==> src/rtl/mem_arbiter.sv <==
// mem_arbiter: shares one variable-latency memory between fetch and data ports,
// data-first with a starvation counter that guarantees fetch progress.
module mem_arbiter #(
    parameter int ADDR_W     = 32,
    parameter int DATA_W     = 32,
    parameter int STARVE_MAX = 4
) (
    input  logic              clk,
    input  logic              rst,
    input  logic              i_req,
    input  logic [ADDR_W-1:0] i_addr,
    output logic [DATA_W-1:0] i_rdata,
    output logic              i_ack,
    input  logic              d_req,
    input  logic              d_we,
    input  logic [ADDR_W-1:0] d_addr,
    input  logic [DATA_W-1:0] d_wdata,
    output logic [DATA_W-1:0] d_rdata,
    output logic              d_ack,
    output logic              mem_req,
    output logic              mem_we,
    output logic [ADDR_W-1:0] mem_addr,
    output logic [DATA_W-1:0] mem_wdata,
    input  logic              mem_ready,
    input  logic [DATA_W-1:0] mem_rdata,
    output logic              busy
);
    localparam int SW = $clog2(STARVE_MAX + 1);
    typedef enum logic [1:0] {IDLE, I_WAIT, D_WAIT, RESP} state_t;
    state_t r_state, w_next;
    logic [SW-1:0] r_starve_cnt, w_starve_cnt;
    logic w_idle, w_wait, w_hold, w_grant_i, w_grant_d;
    logic w_mem_req, w_mem_we, w_i_ack, w_d_ack;
    logic [ADDR_W-1:0] w_mem_addr;
    logic [DATA_W-1:0] w_mem_wdata, w_i_rdata, w_d_rdata;

    assign w_idle = r_state == IDLE;
    assign w_wait = r_state == I_WAIT || r_state == D_WAIT;
    assign w_hold = w_wait && !mem_ready;
    assign busy   = !w_idle;

    always_ff @(posedge clk or posedge rst) begin
        if (rst) r_state <= IDLE;
        else     r_state <= w_next;
    end

    // fetch wins only when alone or once data has been granted STARVE_MAX times in a row
    always_comb begin
        w_grant_i = w_idle && i_req && (!d_req || r_starve_cnt == SW'(STARVE_MAX));
        w_grant_d = w_idle && d_req && !w_grant_i;
        w_next    = w_idle ? (w_grant_i ? I_WAIT : w_grant_d ? D_WAIT : IDLE) :
                    r_state == RESP ? IDLE :
                    mem_ready ? RESP : r_state;
    end

    always_comb begin
        w_mem_req    = w_grant_i || w_grant_d || w_hold;
        w_mem_we     = w_grant_d ? d_we : w_hold && mem_we;
        w_mem_addr   = w_grant_i ? i_addr : w_grant_d ? d_addr : mem_addr;
        w_mem_wdata  = w_grant_d ? d_wdata : mem_wdata;
        w_i_ack      = r_state == I_WAIT && mem_ready;
        w_d_ack      = r_state == D_WAIT && mem_ready;
        w_i_rdata    = w_i_ack ? mem_rdata : i_rdata;
        w_d_rdata    = (w_d_ack && !mem_we) ? mem_rdata : d_rdata;
        w_starve_cnt = w_grant_i ? '0 :
                       (w_grant_d && i_req && r_starve_cnt != SW'(STARVE_MAX)) ?
                       r_starve_cnt + SW'(1) : r_starve_cnt;
    end

    always_ff @(posedge clk or posedge rst) begin
        if (rst) begin
            mem_req      <= 1'b0;
            mem_we       <= 1'b0;
            mem_addr     <= '0;
            mem_wdata    <= '0;
            i_ack        <= 1'b0;
            d_ack        <= 1'b0;
            i_rdata      <= '0;
            d_rdata      <= '0;
            r_starve_cnt <= '0;
        end else begin
            mem_req      <= w_mem_req;
            mem_we       <= w_mem_we;
            mem_addr     <= w_mem_addr;
            mem_wdata    <= w_mem_wdata;
            i_ack        <= w_i_ack;
            d_ack        <= w_d_ack;
            i_rdata      <= w_i_rdata;
            d_rdata      <= w_d_rdata;
            r_starve_cnt <= w_starve_cnt;
        end
    end
endmodule

==> config.mk <==
export PLATFORM = sky130hd
export DESIGN_NAME = mem_arbiter
export DESIGN_NICKNAME = d
export VERILOG_FILES = /design/src/rtl/mem_arbiter.sv
export SDC_FILE = /design/constraint.sdc
export NUM_CORES = 1
export LEC_CHECK = 0
export BUFFER_PORTS_ARGS = -buffer_cell sky130_fd_sc_hd__buf_4
export CAP_MARGIN = 20
export CELL_PAD_IN_SITES_DETAIL_PLACEMENT = 1
export CELL_PAD_IN_SITES_GLOBAL_PLACEMENT = 1
export CORE_UTILIZATION = 33
export DETAILED_ROUTE_END_ITERATION = 16
export PLACE_DENSITY_LB_ADDON = 0.1
export RECOVER_POWER = 100
export SLEW_MARGIN = 20
export SYNTH_ARGS = -nofsm -noshare
export SYNTH_HDL_FRONTEND = slang
export SYNTH_SLANG_ARGS = --single-unit
==> constraint.sdc <==
create_clock -name clk -period 5.03 [get_ports clk]
set_input_delay 0.7545 -clock clk [delete_from_list [all_inputs] [get_ports clk]]
set_output_delay 0.7545 -clock clk [all_outputs]
set_load 0.005 [all_outputs]
==> results of run 1 <==
[cells by family (layout without fill, tap and decap cells)]
logic type / count (synthesis) / in the layout
muxes: 97 / 97
xor gates and xnor gates: 1 / 1
and+or+nand+nor: 44 / 44
buffers and inverters: 28 / 310
adders and majority gates: 6 / 6
DFF: 137 / 137
AOI/OAI and AO/OA: 41 / 41
[Yosys cell counts]
library cell and instances:
o21ai_0 3, a31oi_2 1, and2_1 30, buf_4 3, ha_1 6, buf_6 2
mux2_2 90, a221o_1 32, a31o_2 1, nor3b_1 1, nand3_1 1, mux2_1 7
a21oi_1 1, a21oi_2 1, buf_2 12, o21ai_1 1, nor2_1 2, xor2_1 1
nand2_1 4, inv_1 8, dfrtp_1 137, clkbuf_1 3, and2_0 3, nand2b_1 3
a32o_1 1
[worst max-delay path, delay by kind of cell, from the launching register on]
kind | cells | cell delay (ps)
compound gates | 2 | 2500
simple gates | 1 | 130
flops | 1 | 410
fa+ha+maj | 1 | 290
buf+inv | 1 | 100
[sequential cells by signal, summed over array words and instances, names as in the netlist]
register      count
d_ack             1
d_rdata          32
i_ack             1
i_rdata          32
mem_addr         32
mem_req           1
mem_wdata        32
mem_we            1
r_starve_cnt      3
r_state           2
[final cells by class]
type | count | area [sq um]
clock inverter | 8 | 70.1
sequential | 137 | 3430
inverter | 8 | 33.8
tap | 216 | 270
timing repair buffer | 271 | 1840
fill | 1712 | 8000
clock buffer | 23 | 488
multi-input combinational | 189 | 1810
[worst max path at each step]
stage	startpoint	endpoint	slack [ps]
finish	r_state[0]	mem_addr[4]	1510
global route	r_state[0]	mem_addr[16]	1300
CTS	r_state[0]	mem_wdata[27]	2550
detailed placement	r_state[0]	mem_wdata[27]	2560
global placement	d_req	mem_wdata[16]	2600
floorplan	rst	d_ack	610
[metal layers]
layer	up-vias	part of all wire (%)	global-route usage [%]
li1	1822	-	-
met1	1982	39	20.0
met5	-	0	0
met3	23	8.6	7.26
met2	170	51	31.5
met4	0	1.8	7.73
[report_power, final]
group	switching [mW]	leakage (nW)	internal [mW]
Sequential	0.277	1.65	1.66
Clock	0.440	0.275	0.725
Combinational	0.750	1.81	1.11
Total	1.47	3.74	3.49
==> PnR_summary.wiki, run 1 <==
{| class="wikitable"
! Metric !! Value
|-
| Worst hold margin || 495 ps
|-
| Resized cells post-CTS || 0
|-
| Detail Route Antenna Nets || 0
|-
| First-pass GRT wire length || ~23000 microns
|-
| Worst Setup Start Kind || flip-flop
|-
| Endpoint required time on the critical path || ~5400 ps
|-
| Number of I/O pins || 267
|-
| Number of distinct library cell variants in the gate-level netlist after synthesis || 25
|-
| Total vias in the final route || roughly 4000
|-
| Count of inserted antenna diode cells || 0
|-
| Power per Cell Area || 624 nW/um^2
|-
| Worst Hold Depth || 1
|-
| Fraction of synthesized cell area taken by the top area cell type || a little under two thirds
|-
| Hold Buf Count CTS || 0
|-
| Number of optimization iterations in the first detailed-route pass || 4
|-
| Net count after synthesis || roughly 490
|-
| Worst vdd ir || ~0.23 mV
|-
| Slack of the worst reg-to-reg path || between 1500 and 2000 ps
|-
| Largest family of logic cells by synthesized area || multiplexers
|-
| Final Net Count || about 760
|-
| Part of the Yosys area used for sequential elements || a little under two thirds
|-
| Yosys top cell by area || dfrtp_1
|-
| Vias per std cell || 4.69
|-
| Setup slack after placement || roughly 2600 ps
|-
| CP peak stage delay || approximately 2100 ps
|-
| Most common cell after layout, fill and taps aside || dfrtp_1
|-
| Post-CTS setup-driven buffer insertion count || 0
|-
| Maximum root-to-sink buffer count || 2
|-
| Insertion delay of the later-clocked pin in the worst-skew pair || 410 ps
|-
| Setup slack after layout || about 1500 ps
|-
| Critical hold path startpoint || d_rdata[1]
|-
| Setup TNS || 0 ps
|-
| CTS buffer count || 17
|-
| Floorplan row count || 46
|-
| Global-route usage over all layers || 18.3%
|-
| DRC violation count after routing || 0
|-
| Design area || 7940 sq um
|-
| Wirelength, routed || between 10000 and 15000 microns
|-
| Clock tree sinks || between 100 and 150
|-
| Global route total overflow || 0
|-
| Final worst-path cycle share || 69.9%
|-
| Clock tree from TritonCTS || yes
|-
| Maximum number of pins on one net before global-route repair || roughly 110
|-
| Die boundary height || about 130 microns
|-
| Failing checks || capacitance limit, slew limit
|-
| Area fraction in compound gates after synthesis || just over 7%
|-
| Area Overhead vs Synth || 47.2%
|-
| Share of layout cells above drive strength 1 || between 50% and 60%
|-
| Cell breakdown of the critical path || inv_1, ha_1, nand2_1, a21oi_1, a221o_1
|-
| Depth of the worst register-to-register path || 5
|-
| Die width || between 100 and 150 microns
|-
| Share of synthesized area spent on multiplexers || approximately a fifth
|-
| Total power of the final layout || roughly 5.0 mW
|-
| Number of max-capacitance violations reported || 6
|-
| Fin cells || around 850
|-
| Data arrival time at the worst-slack endpoint || a little under 4000 ps
|-
| Average wire length per cell after detail routing || between 15 and 20 microns
|-
| Normalized max-slew margin || -108%
|-
| Vias in the first global route || around 4400
|-
| Number of levels in the clock H-tree || 4
|-
| Sink of the worst hold path || d_rdata[1]
|-
| Commonest cells after routing, fill and taps aside || dfrtp_1, buf_4, mux2_2
|-
| Tightest Pin Transition || slightly above 3000 ps
|-
| Worst setup EP type || flip-flop
|-
| Final number of hold-violating endpoints || 0
|-
| Post-Synth Adder-Cell Area || roughly 1.4%
|-
| Final core utilization || 49.8%
|-
| Simple-gate area share of the yosys netlist || between 4 and 5%
|-
| DP Cell Count || 821
|-
| Critical path peak fanout || 34
|-
| Class of the most critical setup path || reg -> reg
|-
| Estimated wirelength of the detail-placed design || 11000 microns
|-
| Achievable Freq || roughly 0.28 GHz
|-
| Antenna violations before repair || 0
|-
| Final Critical Period || approximately 3500 ps
|-
| Leakage dissipation || 3.74 nW
|-
| Total of buffers placed on input and output ports || between 200 and 300
|-
| Floorplan die area || approximately 17000 sq um
|-
| Count of pins over their slew limit || 260
|-
| Cell area after synthesis || between 5000 and 6000 sq um
|-
| Synth top area cells || dfrtp_1, mux2_2, a221o_1
|-
| Register bit count reported by yosys || about 140
|-
| Critical register-to-register path startpoint || r_state[0]
|-
| Number of cells produced by synthesis || 354
|-
| Setup repair after global routing missed its margin || false
|-
| Total of endpoints with negative setup slack in the final report || 0
|-
| Synthesized-area fraction occupied by xor and xnor cells || less than 1%
|-
| Status || finished, violations left
|-
| Clock edge transition at the registers on the reported setup and hold paths || approximately 60 ps
|-
| R2R Path End || mem_addr[4]
|-
| Number of warning messages in the yosys log || 0
|-
| Global placement routability congestion || about 0.70
|-
| Average instance area after synthesis || 15.2 sq um
|-
| Worst min-delay path class || reg -> reg
|-
| Clock Skew || approximately 9.4 ps
|-
| Count of routing violations after the opening detailed-route iteration || 125
|-
| Cell area after placement || between 7000 and 8000 sq um
|-
| Area of the core region || around 16000 sq um
|-
| Root buffer selected by CTS || clkbuf_16
|-
| Critical-path cell with the highest stage delay || a21oi_1
|-
| Effective utilization at floorplan || about a third
|}
(Power assumes the default switching activity.)
==> run 2: changes to the inputs <==
==> constraint.sdc (replaced) <==
create_clock -name clk -period 3.4 [get_ports clk]
set_input_delay 0.51 -clock clk [delete_from_list [all_inputs] [get_ports clk]]
set_output_delay 0.51 -clock clk [all_outputs]
set_load 0.005 [all_outputs]
==> run 2 against run 1 <==
Net effect: the run still ends with capacitance limit, slew limit left; setup slack worse by 680 ps; die area stayed put; global-route usage is 0.51 points higher; largest power group unchanged.
==> PnR_summary.wiki, run 2 (same netlist as run 1, synthesis figures left out) <==
{| class="wikitable"
! Metric !! Value
|-
| Status || finished, violations left
|-
| Failing checks || capacitance limit, slew limit
|-
| Vias per std cell || around 4.7
|-
| Psw || between 2 and 2.5 mW
|-
| Design area || between 8000 and 9000 sq um
|-
| Clock Skew || ~6.4 ps
|-
| Class of the most critical setup path || reg -> reg
|-
| Maximum number of pins on one net before global-route repair || just under 60
|-
| CP peak stage delay || ~600 ps
|-
| DP Cell Count || 825
|-
| Floorplan row count || between 40 and 50
|-
| Most common cell after layout, fill and taps aside || dfrtp_1
|-
| Area Overhead vs Synth || 50.2%
|-
| Fill cells || around 1700
|-
| Global-route usage over all layers || between 10% and 20%
|-
| Combined area of the multi-input logic cells || 1820 sq um
|-
| First-pass GRT wire length || approximately 24000 microns
|-
| Count of inserted antenna diode cells || 0
|-
| Hold Buf Count CTS || 0
|-
| Worst Setup Start Kind || flip-flop
|-
| Achievable Freq || roughly 0.39 GHz
|-
| Critical path peak fanout || 18
|-
| Critical register-to-register path startpoint || r_state[0]
|-
| Total of endpoints with negative setup slack in the final report || 0
|-
| Average wire length per cell after detail routing || around 18 microns
|-
| Fin cells || about 860
|-
| Clock edge transition at the registers on the reported setup and hold paths || roughly 50 ps
|-
| Register area || 3430 sq um
|-
| Internal Pwr Total || 5.38 mW
|-
| Final number of hold-violating endpoints || 0
|-
| Largest delay share family, worst path || compound AO/OA/AOI/OAI gates
|-
| Vias in the first global route || between 4000 and 5000
|-
| Sink of the worst hold path || d_rdata[29]
|-
| Cell area after placement || 7680 sq um
|-
| Post-CTS setup-driven buffer insertion count || 0
|-
| Resized cells post-CTS || 0
|-
| Count of pins over their slew limit || 55
|-
| Clock tree from TritonCTS || yes
|-
| Die width || ~130 microns
|-
| Insertion delay of the later-clocked pin in the worst-skew pair || between 400 and 500 ps
|-
| Global placement routability congestion || about 0.77
|-
| Number of I/O pins || 267
|-
| Share of layout cells above drive strength 1 || a little under three fifths
|-
| Slack of the worst reg-to-reg path || 830 ps
|-
| Number of levels in the clock H-tree || 4
|-
| Leakage dissipation || around 3.8 nW
|-
| Setup repair after global routing missed its margin || false
|-
| Depth of the worst register-to-register path || 6
|-
| Critical-path cell with the highest stage delay || o21ai_0
|-
| Wirelength, routed || approximately 15000 microns
|-
| Global route total overflow || 0
|-
| DRC violation count after routing || 0
|-
| Cell breakdown of the critical path || inv_1, ha_1, o21ai_0, clkbuf_1, and2_0, a221o_1
|-
| Area of the core region || roughly 16000 sq um
|-
| Floorplan die area || 16900 sq um
|-
| Maximum root-to-sink buffer count || 2
|-
| Estimated wirelength of the detail-placed design || 11300 microns
|-
| Normalized max-slew margin || -12.0%
|-
| Commonest cells after routing, fill and taps aside || dfrtp_1, buf_4, clkbuf_4
|-
| Number of optimization iterations in the first detailed-route pass || 4
|-
| Worst vdd ir || 0.379 mV
|-
| Switching power share of the total || between 20% and 30%
|-
| Detail Route Antenna Nets || 0
|-
| Root buffer selected by CTS || clkbuf_16
|-
| Total of buffers placed on input and output ports || around 270
|-
| Data arrival time at the worst-slack endpoint || between 2000 and 3000 ps
|-
| Clock tree sinks || approximately 140
|-
| Clock Power Share || 25.3%
|-
| Number of max-capacitance violations reported || 2
|-
| Setup slack after placement || 1110 ps
|-
| R2R Path End || mem_addr[30]
|-
| Setup slack after layout || slightly above 800 ps
|-
| CTS buffer count || 17
|-
| Final Critical Period || roughly 2600 ps
|-
| Worst min-delay path class || in -> reg
|-
| Antenna violations before repair || 0
|-
| Effective utilization at floorplan || between 30 and 40%
|-
| Tightest Pin Transition || approximately 1700 ps
|-
| Critical hold path startpoint || mem_rdata[29]
|-
| Worst Hold Depth || 2
|-
| Die boundary height || 130 microns
|-
| Power per Cell Area || about 940 nW/um^2
|-
| Endpoint required time on the critical path || 3690 ps
|-
| Total vias in the final route || approximately 4000
|-
| Portion of total power attributed to sequential cells || 37.8%
|-
| Setup TNS || 0 ps
|-
| Count of routing violations after the opening detailed-route iteration || approximately 120
|-
| Worst path buffer plus inverter count || 2
|-
| Worst setup EP type || flip-flop
|-
| Combinational fraction of design power || about 37%
|-
| Final worst-path cycle share || between 70% and 80%
|-
| Final Net Count || around 770
|}
## run 2: changes by cell type in the layout (fill, tap and decap cells not counted), moves of 2 or more
cell,previous run,this run
and2_0,4,17
and2_1,29,16
buf_12,0,3
buf_4,135,133
bufinv_16,1,3
clkbuf_1,54,46
clkbuf_2,0,2
clkbuf_4,84,94
clkinv_2,5,1
clkinvlp_4,3,1
## run 2: final cells by class
| class | instances | area share (%) |
|---|---|---|
| Sequential cell | 137 | 42.3 |
| Timing Repair Buffer | 275 | 23.9 |
| Multi-Input combinational cell | 189 | 22.5 |
| Clock buffer | 25 | 6.24 |
| Tap cell | 216 | 3.33 |
| Clock inverter | 6 | 1.37 |
| Inverter | 8 | 0.386 |
## run 2: worst max-delay path by stage
stage	slack [ps]	from	depth (start not counted)	to
finish	830	r_state[0]	6	mem_addr[30]
global route	540	r_state[0]	6	mem_addr[30]
CTS	1100	r_state[0]	6	mem_wdata[15]
detailed placement	1110	r_state[0]	6	mem_wdata[23]
global placement	1200	r_state[0]	6	mem_wdata[28]
floorplan	1180	rst	1	d_ack
## run 2: power by group through the flow
| stage | registers, mW | clock network, mW | logic (mW) |
|---|---|---|---|
| floorplan | 2.91 | 0 | 1.33 |
| global placement | 2.87 | 0 | 3.03 |
| detailed placement | 2.91 | 0 | 3.13 |
| CTS | 2.90 | 1.97 | 3.14 |
| global route | 2.98 | 2.03 | 3.09 |
| finish | 2.87 | 1.92 | 2.80 |
## run 2: metrics by stage
step	util, %	power [mW]	hold WS, ps
finish	50.8	7.60	321
global route	50.8	8.10	311
global placement	48.2	5.90	478
floorplan	-	4.24	489
detailed placement	48.2	6.04	487
CTS	52.0	8.01	285
## run 2: routing by layer
metal  routed length, microns  track usage [%]  vias up  part of all wire [%]
met4                      320             7.52        0                   2.1
li1                         -                -     1816                     -
met1                     6040             21.3     1989                    39
met5                        0                0        -                     0
met2                     7700             32.4      174                    50
met3                     1240             6.52       25                   8.1
